### config.mk
export PLATFORM = sky130hd
export DESIGN_NAME = alu_share_arbiter_flat
export DESIGN_NICKNAME = d
export VERILOG_FILES = /design/src/rtl/alu_share_arbiter_if.sv /design/src/rtl/alu_share_arbiter.sv /design/src/flat_wrapper.sv
export SDC_FILE = /design/constraint.sdc
export NUM_CORES = 1
export LEC_CHECK = 0
export BUFFER_PORTS_ARGS = -buffer_cell sky130_fd_sc_hd__buf_2
export CAP_MARGIN = 30
export CORE_UTILIZATION = 28
export CTS_CLUSTER_DIAMETER = 100
export CTS_CLUSTER_SIZE = 8
export DETAILED_ROUTE_END_ITERATION = 12
export MAX_ROUTING_LAYER = met4
export SYNTH_ARGS = -nofsm -noshare
export SYNTH_HDL_FRONTEND = slang
export SYNTH_SLANG_ARGS = --single-unit
### constraint.sdc
create_clock -name clk -period 2.25 [get_ports clk]
set_input_delay 0.45 -clock clk [delete_from_list [all_inputs] [get_ports clk]]
set_output_delay 0.45 -clock clk [all_outputs]
set_load 0.01 [all_outputs]
### src/rtl/alu_share_arbiter_if.sv
// Bus bundle for alu_share_arbiter: request lanes, the shared
// decoder/ALU connection, and the response channel.
// The slave modport is the arbiter's view; master is everything around it.
interface alu_share_arbiter_if #(
  parameter int XLEN = 32
);
  // Request side, two lanes packed as {r1, r0}
  logic [1:0]        req_valid;
  logic [1:0]        req_ready;
  logic [3:0]        req_alu_op;
  logic [5:0]        req_funct3;
  logic [13:0]       req_funct7;
  logic [2*XLEN-1:0] req_a;
  logic [2*XLEN-1:0] req_b;

  // Shared decoder / ALU connection
  logic [1:0]        alu_op;
  logic [2:0]        alu_funct3;
  logic [6:0]        alu_funct7;
  logic [XLEN-1:0]   alu_a;
  logic [XLEN-1:0]   alu_b;
  logic [3:0]        alu_ctrl;
  logic [XLEN-1:0]   alu_result;

  // Response channel
  logic              rsp_valid;
  logic              rsp_ready;
  logic              rsp_id;
  logic [XLEN-1:0]   rsp_result;
  logic              rsp_err;

  modport slave (
    input  req_valid, req_alu_op, req_funct3, req_funct7, req_a, req_b,
    input  alu_ctrl, alu_result, rsp_ready,
    output req_ready, alu_op, alu_funct3, alu_funct7, alu_a, alu_b,
    output rsp_valid, rsp_id, rsp_result, rsp_err
  );

  modport master (
    output req_valid, req_alu_op, req_funct3, req_funct7, req_a, req_b,
    output alu_ctrl, alu_result, rsp_ready,
    input  req_ready, alu_op, alu_funct3, alu_funct7, alu_a, alu_b,
    input  rsp_valid, rsp_id, rsp_result, rsp_err
  );
endinterface

### src/rtl/alu_share_arbiter.sv
// alu_share_arbiter: shares one alu_control decoder + ALU between two
// requesters. Round-robin pick in IDLE, hold operands for ALU_LATENCY
// cycles in BUSY, present the captured result in RESP until taken.
// Optional feature macro: ALU_ARB_PERF_EN adds saturating 32-bit
// grant/stall counters (perf_grant0, perf_grant1, perf_stall).
module alu_share_arbiter #(
  parameter int XLEN        = 32,
  parameter int ALU_LATENCY = 1
) (
  input  logic                  clk,
  input  logic                  rst,
  alu_share_arbiter_if.slave    bus
`ifdef ALU_ARB_PERF_EN
  ,
  output logic [31:0]           perf_grant0,
  output logic [31:0]           perf_grant1,
  output logic [31:0]           perf_stall
`endif
);

  // A zero latency would leave no cycle in which to capture the result.
  generate
    if (ALU_LATENCY < 1) begin : g_bad_latency
      $error("alu_share_arbiter: ALU_LATENCY must be at least 1");
    end
  endgenerate

  localparam int CNT_W = (ALU_LATENCY < 1) ? 1 : $clog2(ALU_LATENCY + 1);

  typedef enum logic [1:0] {
    IDLE = 2'd0,
    BUSY = 2'd1,
    RESP = 2'd2
  } state_t;

  state_t           state;
  state_t           state_next;
  logic             ptr;
  logic             id;
  logic             winner;
  logic             accept;
  logic [CNT_W-1:0] cnt;
  logic [XLEN-1:0]  result_q;
  logic             err_q;

  assign bus.rsp_valid  = (state == RESP);
  assign bus.rsp_id     = id;
  assign bus.rsp_result = result_q;
  assign bus.rsp_err    = err_q;

  // Pick the preferred requester, raise its ready in IDLE, and sequence the FSM.
  always_comb begin
    state_next    = state;
    winner        = ptr;
    accept        = 1'b0;
    bus.req_ready = 2'b00;
    case (state)
      IDLE: begin
        winner = bus.req_valid[ptr] ? ptr : ~ptr;
        if (!rst && bus.req_valid[winner]) begin
          accept        = 1'b1;
          bus.req_ready = winner ? 2'b10 : 2'b01;
          state_next    = BUSY;
        end
      end
      BUSY: begin
        if (cnt == CNT_W'(1)) state_next = RESP;
      end
      RESP: begin
        if (bus.rsp_ready) state_next = IDLE;
      end
      default: state_next = IDLE;
    endcase
  end

  // FSM state register.
  always_ff @(posedge clk) begin
    if (rst) state <= IDLE;
    else     state <= state_next;
  end

  // Operand latch, latency countdown, result capture and priority rotation.
  always_ff @(posedge clk) begin
    if (rst) begin
      ptr            <= 1'b0;
      id             <= 1'b0;
      cnt            <= '0;
      result_q       <= '0;
      err_q          <= 1'b0;
      bus.alu_op     <= '0;
      bus.alu_funct3 <= '0;
      bus.alu_funct7 <= '0;
      bus.alu_a      <= '0;
      bus.alu_b      <= '0;
    end else begin
      if (accept) begin
        id             <= winner;
        cnt            <= CNT_W'(ALU_LATENCY);
        bus.alu_op     <= winner ? bus.req_alu_op[3:2]  : bus.req_alu_op[1:0];
        bus.alu_funct3 <= winner ? bus.req_funct3[5:3]  : bus.req_funct3[2:0];
        bus.alu_funct7 <= winner ? bus.req_funct7[13:7] : bus.req_funct7[6:0];
        bus.alu_a      <= winner ? bus.req_a[2*XLEN-1:XLEN] : bus.req_a[XLEN-1:0];
        bus.alu_b      <= winner ? bus.req_b[2*XLEN-1:XLEN] : bus.req_b[XLEN-1:0];
      end
      if (state == BUSY) begin
        cnt <= cnt - CNT_W'(1);
        if (cnt == CNT_W'(1)) begin
          result_q <= bus.alu_result;
          err_q    <= (bus.alu_ctrl == 4'b1111);
        end
      end
      if (state == RESP && bus.rsp_ready) ptr <= ~id;
    end
  end

`ifdef ALU_ARB_PERF_EN
  // Saturating counters of grants per requester and of blocked-request cycles.
  always_ff @(posedge clk) begin
    if (rst) begin
      perf_grant0 <= '0;
      perf_grant1 <= '0;
      perf_stall  <= '0;
    end else begin
      if (accept && !winner && perf_grant0 != 32'hFFFF_FFFF) perf_grant0 <= perf_grant0 + 32'd1;
      if (accept &&  winner && perf_grant1 != 32'hFFFF_FFFF) perf_grant1 <= perf_grant1 + 32'd1;
      if ((|bus.req_valid) && !accept && perf_stall != 32'hFFFF_FFFF) perf_stall <= perf_stall + 32'd1;
    end
  end
`endif

endmodule

### src/flat_wrapper.sv
// flat-port wrapper written by rule: the top's interface ports become plain ports
module alu_share_arbiter_flat 
#(
  parameter int XLEN        = 32,
  parameter int ALU_LATENCY = 1
)
  (clk, rst, bus_req_valid, bus_req_alu_op, bus_req_funct3, bus_req_funct7, bus_req_a, bus_req_b, bus_alu_ctrl, bus_alu_result, bus_rsp_ready, bus_req_ready, bus_alu_op, bus_alu_funct3, bus_alu_funct7, bus_alu_a, bus_alu_b, bus_rsp_valid, bus_rsp_id, bus_rsp_result, bus_rsp_err);
  alu_share_arbiter_if #(.XLEN(XLEN)) bus_i ();
  input  logic clk;
  input  logic rst;
  input wire logic [$bits(bus_i.req_valid)-1:0] bus_req_valid;
  input wire logic [$bits(bus_i.req_alu_op)-1:0] bus_req_alu_op;
  input wire logic [$bits(bus_i.req_funct3)-1:0] bus_req_funct3;
  input wire logic [$bits(bus_i.req_funct7)-1:0] bus_req_funct7;
  input wire logic [$bits(bus_i.req_a)-1:0] bus_req_a;
  input wire logic [$bits(bus_i.req_b)-1:0] bus_req_b;
  input wire logic [$bits(bus_i.alu_ctrl)-1:0] bus_alu_ctrl;
  input wire logic [$bits(bus_i.alu_result)-1:0] bus_alu_result;
  input wire logic [$bits(bus_i.rsp_ready)-1:0] bus_rsp_ready;
  output wire logic [$bits(bus_i.req_ready)-1:0] bus_req_ready;
  output wire logic [$bits(bus_i.alu_op)-1:0] bus_alu_op;
  output wire logic [$bits(bus_i.alu_funct3)-1:0] bus_alu_funct3;
  output wire logic [$bits(bus_i.alu_funct7)-1:0] bus_alu_funct7;
  output wire logic [$bits(bus_i.alu_a)-1:0] bus_alu_a;
  output wire logic [$bits(bus_i.alu_b)-1:0] bus_alu_b;
  output wire logic [$bits(bus_i.rsp_valid)-1:0] bus_rsp_valid;
  output wire logic [$bits(bus_i.rsp_id)-1:0] bus_rsp_id;
  output wire logic [$bits(bus_i.rsp_result)-1:0] bus_rsp_result;
  output wire logic [$bits(bus_i.rsp_err)-1:0] bus_rsp_err;
  assign bus_i.req_valid = bus_req_valid;
  assign bus_i.req_alu_op = bus_req_alu_op;
  assign bus_i.req_funct3 = bus_req_funct3;
  assign bus_i.req_funct7 = bus_req_funct7;
  assign bus_i.req_a = bus_req_a;
  assign bus_i.req_b = bus_req_b;
  assign bus_i.alu_ctrl = bus_alu_ctrl;
  assign bus_i.alu_result = bus_alu_result;
  assign bus_i.rsp_ready = bus_rsp_ready;
  assign bus_req_ready = bus_i.req_ready;
  assign bus_alu_op = bus_i.alu_op;
  assign bus_alu_funct3 = bus_i.alu_funct3;
  assign bus_alu_funct7 = bus_i.alu_funct7;
  assign bus_alu_a = bus_i.alu_a;
  assign bus_alu_b = bus_i.alu_b;
  assign bus_rsp_valid = bus_i.rsp_valid;
  assign bus_rsp_id = bus_i.rsp_id;
  assign bus_rsp_result = bus_i.rsp_result;
  assign bus_rsp_err = bus_i.rsp_err;
  alu_share_arbiter #(.XLEN(XLEN), .ALU_LATENCY(ALU_LATENCY)) u_core (.clk(clk), .rst(rst), .bus(bus_i));
endmodule
==> flow_summary.json, run 1 <==
{
  "drv_slew": 0,
  "grt_usage_pct": 16.1,
  "final_cell_mix": "buf_2 (305), dfxtp_1 (114), mux2i_1 (77)",
  "synth_area_um2": 4490,
  "cts_tree": "built",
  "gp_congestion": 0.801,
  "endpoint_kind": "primary output",
  "hp-class": "primary input to flip-flop",
  "cp.required_ps": 1800,
  "worst_slack_ps": 284,
  "n_fill_cell": 1541,
  "cts_root_buf": "clkbuf_16",
  "totalPowerFinal_uw": 6250,
  "crit_type": "flip-flop to primary output",
  "cts_hold_buffers": 0,
  "cts-resized-gates": 0,
  "worst_pin_slew_ps": 427,
  "instances_no_fill": 949,
  "irDropWorstVdd_mv": 0.511,
  "cts_buffer_depth": 2,
  "syn_area_per_cell_um2": 10.5,
  "finalSetupTns_ps": 0,
  "rows": 45,
  "yosysWarnings": 0,
  "rsz0062_at_grt": "false",
  "grt_pass1_wl_um": 20000,
  "core_area_um2": 15400,
  "status": "finished, final reports clean",
  "grt_use_met3_pct": 5.45,
  "synth-seq-cells": 114,
  "synth_nets": 620,
  "antenna_found_initial": 0,
  "ff_latch_area_um2": 2280,
  "syn_inst": 427,
  "dpl_worst_slack_ps": 395,
  "dp_hpwl_um": 9670,
  "drt_iter0_markers": 145,
  "drv_cap": 0,
  "use_met1_pct": 17.6,
  "clkTransAtPathRegs_ps": 50,
  "worst_clock_skew_ps": 4.67,
  "max_freq_mhz": 509,
  "area_delta_synth_final_pct": 52.2,
  "final_hold_viol_count": 0,
  "routed_wl_um": 13300,
  "whs_ps": 280,
  "p_leak_uw": 0.00324,
  "io_pins": 306,
  "post_cts_buffers": 0,
  "routed_via_density": 4.51,
  "drc": 0,
  "synth_cell_types": 24,
  "n_antenna_cell": 0,
  "multiInputGateArea_um2": 2010,
  "grt_use_met2_pct": 27.2,
  "post-route-period-util_pct": 87.4,
  "start_util_pct": 29.1,
  "vias": 4280,
  "grt_overflow": 0,
  "worst_ep_arrival_time_ps": 1520,
  "critPathLaunchType": "flip-flop",
  "seq_area_frac_synth_pct": 50.8,
  "fp.dieH_um": 129,
  "relSlewSlack_pct": 71.5,
  "die_area_um2": 16600,
  "nNetsFinal": 918,
  "die_w_um": 129,
  "layout_commonest_cell": "buf_2",
  "htree_levels": 4,
  "clk_latency_ps": 400,
  "rrSetupSlack_ps": 510,
  "portBuffers": 305,
  "dp_cells": 917,
  "drt_first_pass_iters": 4,
  "powerDensity_nw_per_um2": 913,
  "grt_pass1_vias": 4049,
  "cts.sinks": 114,
  "setup_viol": 0,
  "cts_buffers": 17,
  "antenna_left": 0,
  "grt_max_degree": 77,
  "final_layout_size_suffix_gt1_share_pct": 47.4,
  "crit_path_max_fanout": 8,
  "period_needed_ps": 1970,
  "grt-busiest-layer": "met2",
  "wire_per_inst_um": 14.1
}
## final cells by class
type / instances / share of cell area [%]
multi-input combinational: 276 / 29.4
clock inverter: 10 / 2.27
sequential: 114 / 33.4
timing repair buffer: 315 / 24.1
clock buffer: 22 / 6.93
tap: 211 / 3.86
inverter: 1 / 0.0549
## final timing paths
kind                                  start                         to  cells after the start
setup / recovery            u_core.state[1]           bus_req_ready[1]                      4
hold / removal                bus_rsp_ready                 u_core.ptr                      2
setup reg to reg            u_core.state[1]       u_core.bus.alu_b[30]                      5
hold reg to reg   u_core.bus.rsp_result[30]  u_core.bus.rsp_result[30]                      2
## synth_stat cells (all sizes together)
master,n,area [um2]
mux2i,77,771
nand4,1,6.26
o21ai,1,5.00
nor2,7,26.3
buf,17,144
o2bb2ai,76,666
nor2b,1,6.26
and3b,1,8.76
nand3b,1,7.51
a311oi,1,8.76
nor3b,1,7.51
nor3,3,20.0
dfxtp,114,2280
clkbuf,19,71.3
nand2,64,240
nand2b,4,25.0
inv,1,3.75
a21oi,37,185
o32a,1,10.0
## per-stage QoR
stage	utilization, %	area [um2]
after floorplan	-	4490
after global routing	44.3	6840
after global placement	40.3	6210
after detailed placement	40.3	6210
after CTS	44.3	6840
final	44.3	6840
## critical path, stage by stage (launching register included)
cell and delay, ps:
dfxtp_1 390, nor3_2 260, nand2b_2 120, and3b_1 220
buf_2 130
## per-layer routing
metal  wire length (um)  part of all wire, %
met1               5480                   41
met2               6520                   49
met3               1140                  8.5
met4                196                  1.5
met5                  0                    0
## logic make-up after synthesis
group	Yosys count	synth area share (%)
buf+inv	37	4.87
flops	114	50.8
mux	77	17.1
compound gates	116	19.5
simple gates	83	7.74
## sequential cells by signal, indices dropped and copies added (netlist names)
signal,cells
u_core.bus.alu_a,32
u_core.bus.alu_b,32
u_core.bus.rsp_result,32
u_core.bus.alu_funct7,7
u_core.bus.alu_funct3,3
u_core.bus.alu_op,2
u_core.state,2
u_core.bus.rsp_err,1
u_core.bus.rsp_id,1
u_core.cnt,1
u_core.ptr,1
## power breakdown
| part | total [uW] | leakage [uW] | internal, uW | switching [uW] |
|---|---|---|---|---|
| Combinational | 1080 | 0.00200 | 511 | 567 |
| Clock | 2840 | 0.000306 | 1930 | 910 |
| Sequential | 2320 | 0.000936 | 2220 | 101 |
Power figures use the tool's default switching activity.
==> inputs of run 2 (changes only) <==
Settings changed: CORE_AREA from default to 2 2 119 121, CORE_UTILIZATION 28 to default, DIE_AREA from default to 0 0 121 123, PLACE_DENSITY_LB_ADDON from default to 0.12.
==> run 2 against run 1 <==
Net effect:
- register-to-register slack better by 60 ps
- clock-buffer cell count did not move
- combinational power hardly changed
- largest power group unchanged
- setup slack got worse by 2.0 ps
- global-route usage grew 1.9 points
- highest routed layer unchanged
- clock power shrank 5%
- die area shrank 10%
- first-iteration DRC count down 2.1%
==> flow_summary.json, run 2 (synthesis gave the netlist of run 1 again) <==
{
  "timing.rr.end": "u_core.bus.alu_funct3[0]",
  "post_cts_buffers": 0,
  "core_area_um2": 13600,
  "clkTransAtPathRegs_ps": 50,
  "cp.required_ps": 1800,
  "drt_iter0_markers": 142,
  "max_freq_mhz": 508,
  "crit_type": "flip-flop to primary output",
  "grt_usage_pct": 18.0,
  "drv_slew": 0,
  "multiInputGateArea_um2": 2010,
  "worst_ep_arrival_time_ps": 1520,
  "wire_per_inst_um": 14.7,
  "critPathLaunchType": "flip-flop",
  "crit_path_max_fanout": 8,
  "n_fill_cell": 1318,
  "fp.dieH_um": 123,
  "path_delay_family": "simple AND/OR/NAND/NOR gates",
  "die_area_um2": 14900,
  "rrSetupSlack_ps": 570,
  "area_delta_synth_final_pct": 50.3,
  "cp_cell_sequence": "nor3_2, nand2b_2, and3b_1, buf_2",
  "final_layout_size_suffix_gt1_share_pct": 47.2,
  "cts-resized-gates": 0,
  "grt_pass1_wl_um": 20100,
  "drt_first_pass_iters": 4,
  "final_cell_mix": "buf_2 (305), dfxtp_1 (114), mux2i_1 (77)",
  "layout_commonest_cell": "buf_2",
  "antenna_left": 0,
  "irDropWorstVdd_mv": 0.408,
  "die_w_um": 121,
  "setup_viol": 0,
  "cts_hold_buffers": 0,
  "rows": 43,
  "finalSetupTns_ps": 0,
  "endpoint_kind": "primary output",
  "instances_no_fill": 917,
  "nNetsFinal": 918,
  "grt_max_degree": 77,
  "cpPeakStageDelay_ps": 380,
  "portBuffers": 305,
  "status": "finished, final reports clean",
  "io_pins": 306,
  "worst_slack_ps": 282,
  "rr_worst_depth": 5,
  "cts.sinks": 114,
  "crit_buf_inv": 1,
  "hold_end": "u_core.ptr",
  "period_needed_ps": 1970,
  "post-route-util_pct": 49.6,
  "worst_pin_slew_ps": 606,
  "dp_cells": 886,
  "gp_congestion": 0.754,
  "worstHoldStart": "bus_rsp_ready",
  "n_antenna_cell": 0,
  "worst_clock_skew_ps": 8.40,
  "routed_via_density": 4.69,
  "post-route-period-util_pct": 87.5,
  "hold-path-cell-count": 2,
  "drv_cap": 0,
  "htree_levels": 4,
  "cts_root_buf": "clkbuf_16",
  "dpl_worst_slack_ps": 342,
  "cts_buffers": 17,
  "final_hold_viol_count": 0,
  "vias": 4299,
  "cts_buffer_depth": 2,
  "start_util_pct": 33.0,
  "grt_overflow": 0,
  "powerDensity_nw_per_um2": 902,
  "totalPowerFinal_uw": 6090,
  "relSlewSlack_pct": 59.6,
  "dp_hpwl_um": 9780,
  "p_leak_uw": 0.00321,
  "clk_latency_ps": 400,
  "drc": 0,
  "grt_pass1_vias": 4112,
  "rsz0062_at_grt": "false",
  "cts_tree": "built",
  "crit_slowest_cell": "dfxtp_1",
  "ff_latch_area_um2": 2280,
  "r2r_start": "u_core.state[1]",
  "hp-class": "primary input to flip-flop",
  "antenna_found_initial": 0,
  "routed_wl_um": 13500
}
run 2: cell count changes in the layout (fill, tap and decap cells not counted):
cell        previous run  this run
clkinv_4               0         1
clkinv_2               4         2
buf_4                  6         7
buf_12                 4         3
clkbuf_8               3         2
bufinv_16              4         3
clkinvlp_4             2         3
clkbuf_1               2         3
run 2: final cells by class:
type,count,share of cell area (%)
sequential,114,33.8
clock buffer,22,6.87
multi-input combinational,276,29.7
tap,180,3.33
inverter,1,0.0556
clock inverter,9,1.94
timing repair buffer,315,24.3
run 2: through the flow:
| stage | hold WS (ps) | cell area [um2] |
|---|---|---|
| 2_1_floorplan | 475 | 4490 |
| 3_3_place_gp | 440 | 6160 |
| 3_5_place_dp | 441 | 6160 |
| 4_1_cts | 246 | 6760 |
| 5_1_grt | 263 | 6760 |
| 6_report | 274 | 6760 |
run 2: report_power, final:
part           internal, uW  switching (uW)  total [uW]
Sequential             2220             107        2330
Combinational           505             561        1070
Clock                  1790             904        2690
Total                  4520            1570        6090
run 2: layer usage:
| layer | track usage [%] | vias to the layer above | share of wire [%] |
|---|---|---|---|
| met1 | 19.0 | 1931 | 39 |
| li1 | - | 2158 | - |
| met4 | 7.63 | 0 | 1.6 |
| met2 | 30.9 | 192 | 50 |
| met3 | 6.04 | 18 | 8.5 |
| met5 | - | - | 0 |
run 2: how the worst max path moves through the flow:
stage / endpoint / from / slack (ps) / cells after the start
5_1_grt: bus_req_ready[1] / u_core.state[1] / 170 / 4
3_3_place_gp: u_core.bus.alu_funct3[0] / bus_req_valid[1] / 370 / 6
6_report: bus_req_ready[1] / u_core.state[1] / 280 / 4
2_1_floorplan: bus_req_ready[0] / bus_req_valid[1] / 360 / 7
3_5_place_dp: u_core.bus.alu_funct3[0] / bus_req_valid[1] / 340 / 6
4_1_cts: bus_req_ready[1] / u_core.state[1] / 250 / 4
run 2: worst register-to-register path, stage by stage (launching register included):
cell and delay (ps):
dfxtp_1 380, nor3_1 210, o32a_2 230, buf_12 260, mux2i_1 360, o2bb2ai_1 110
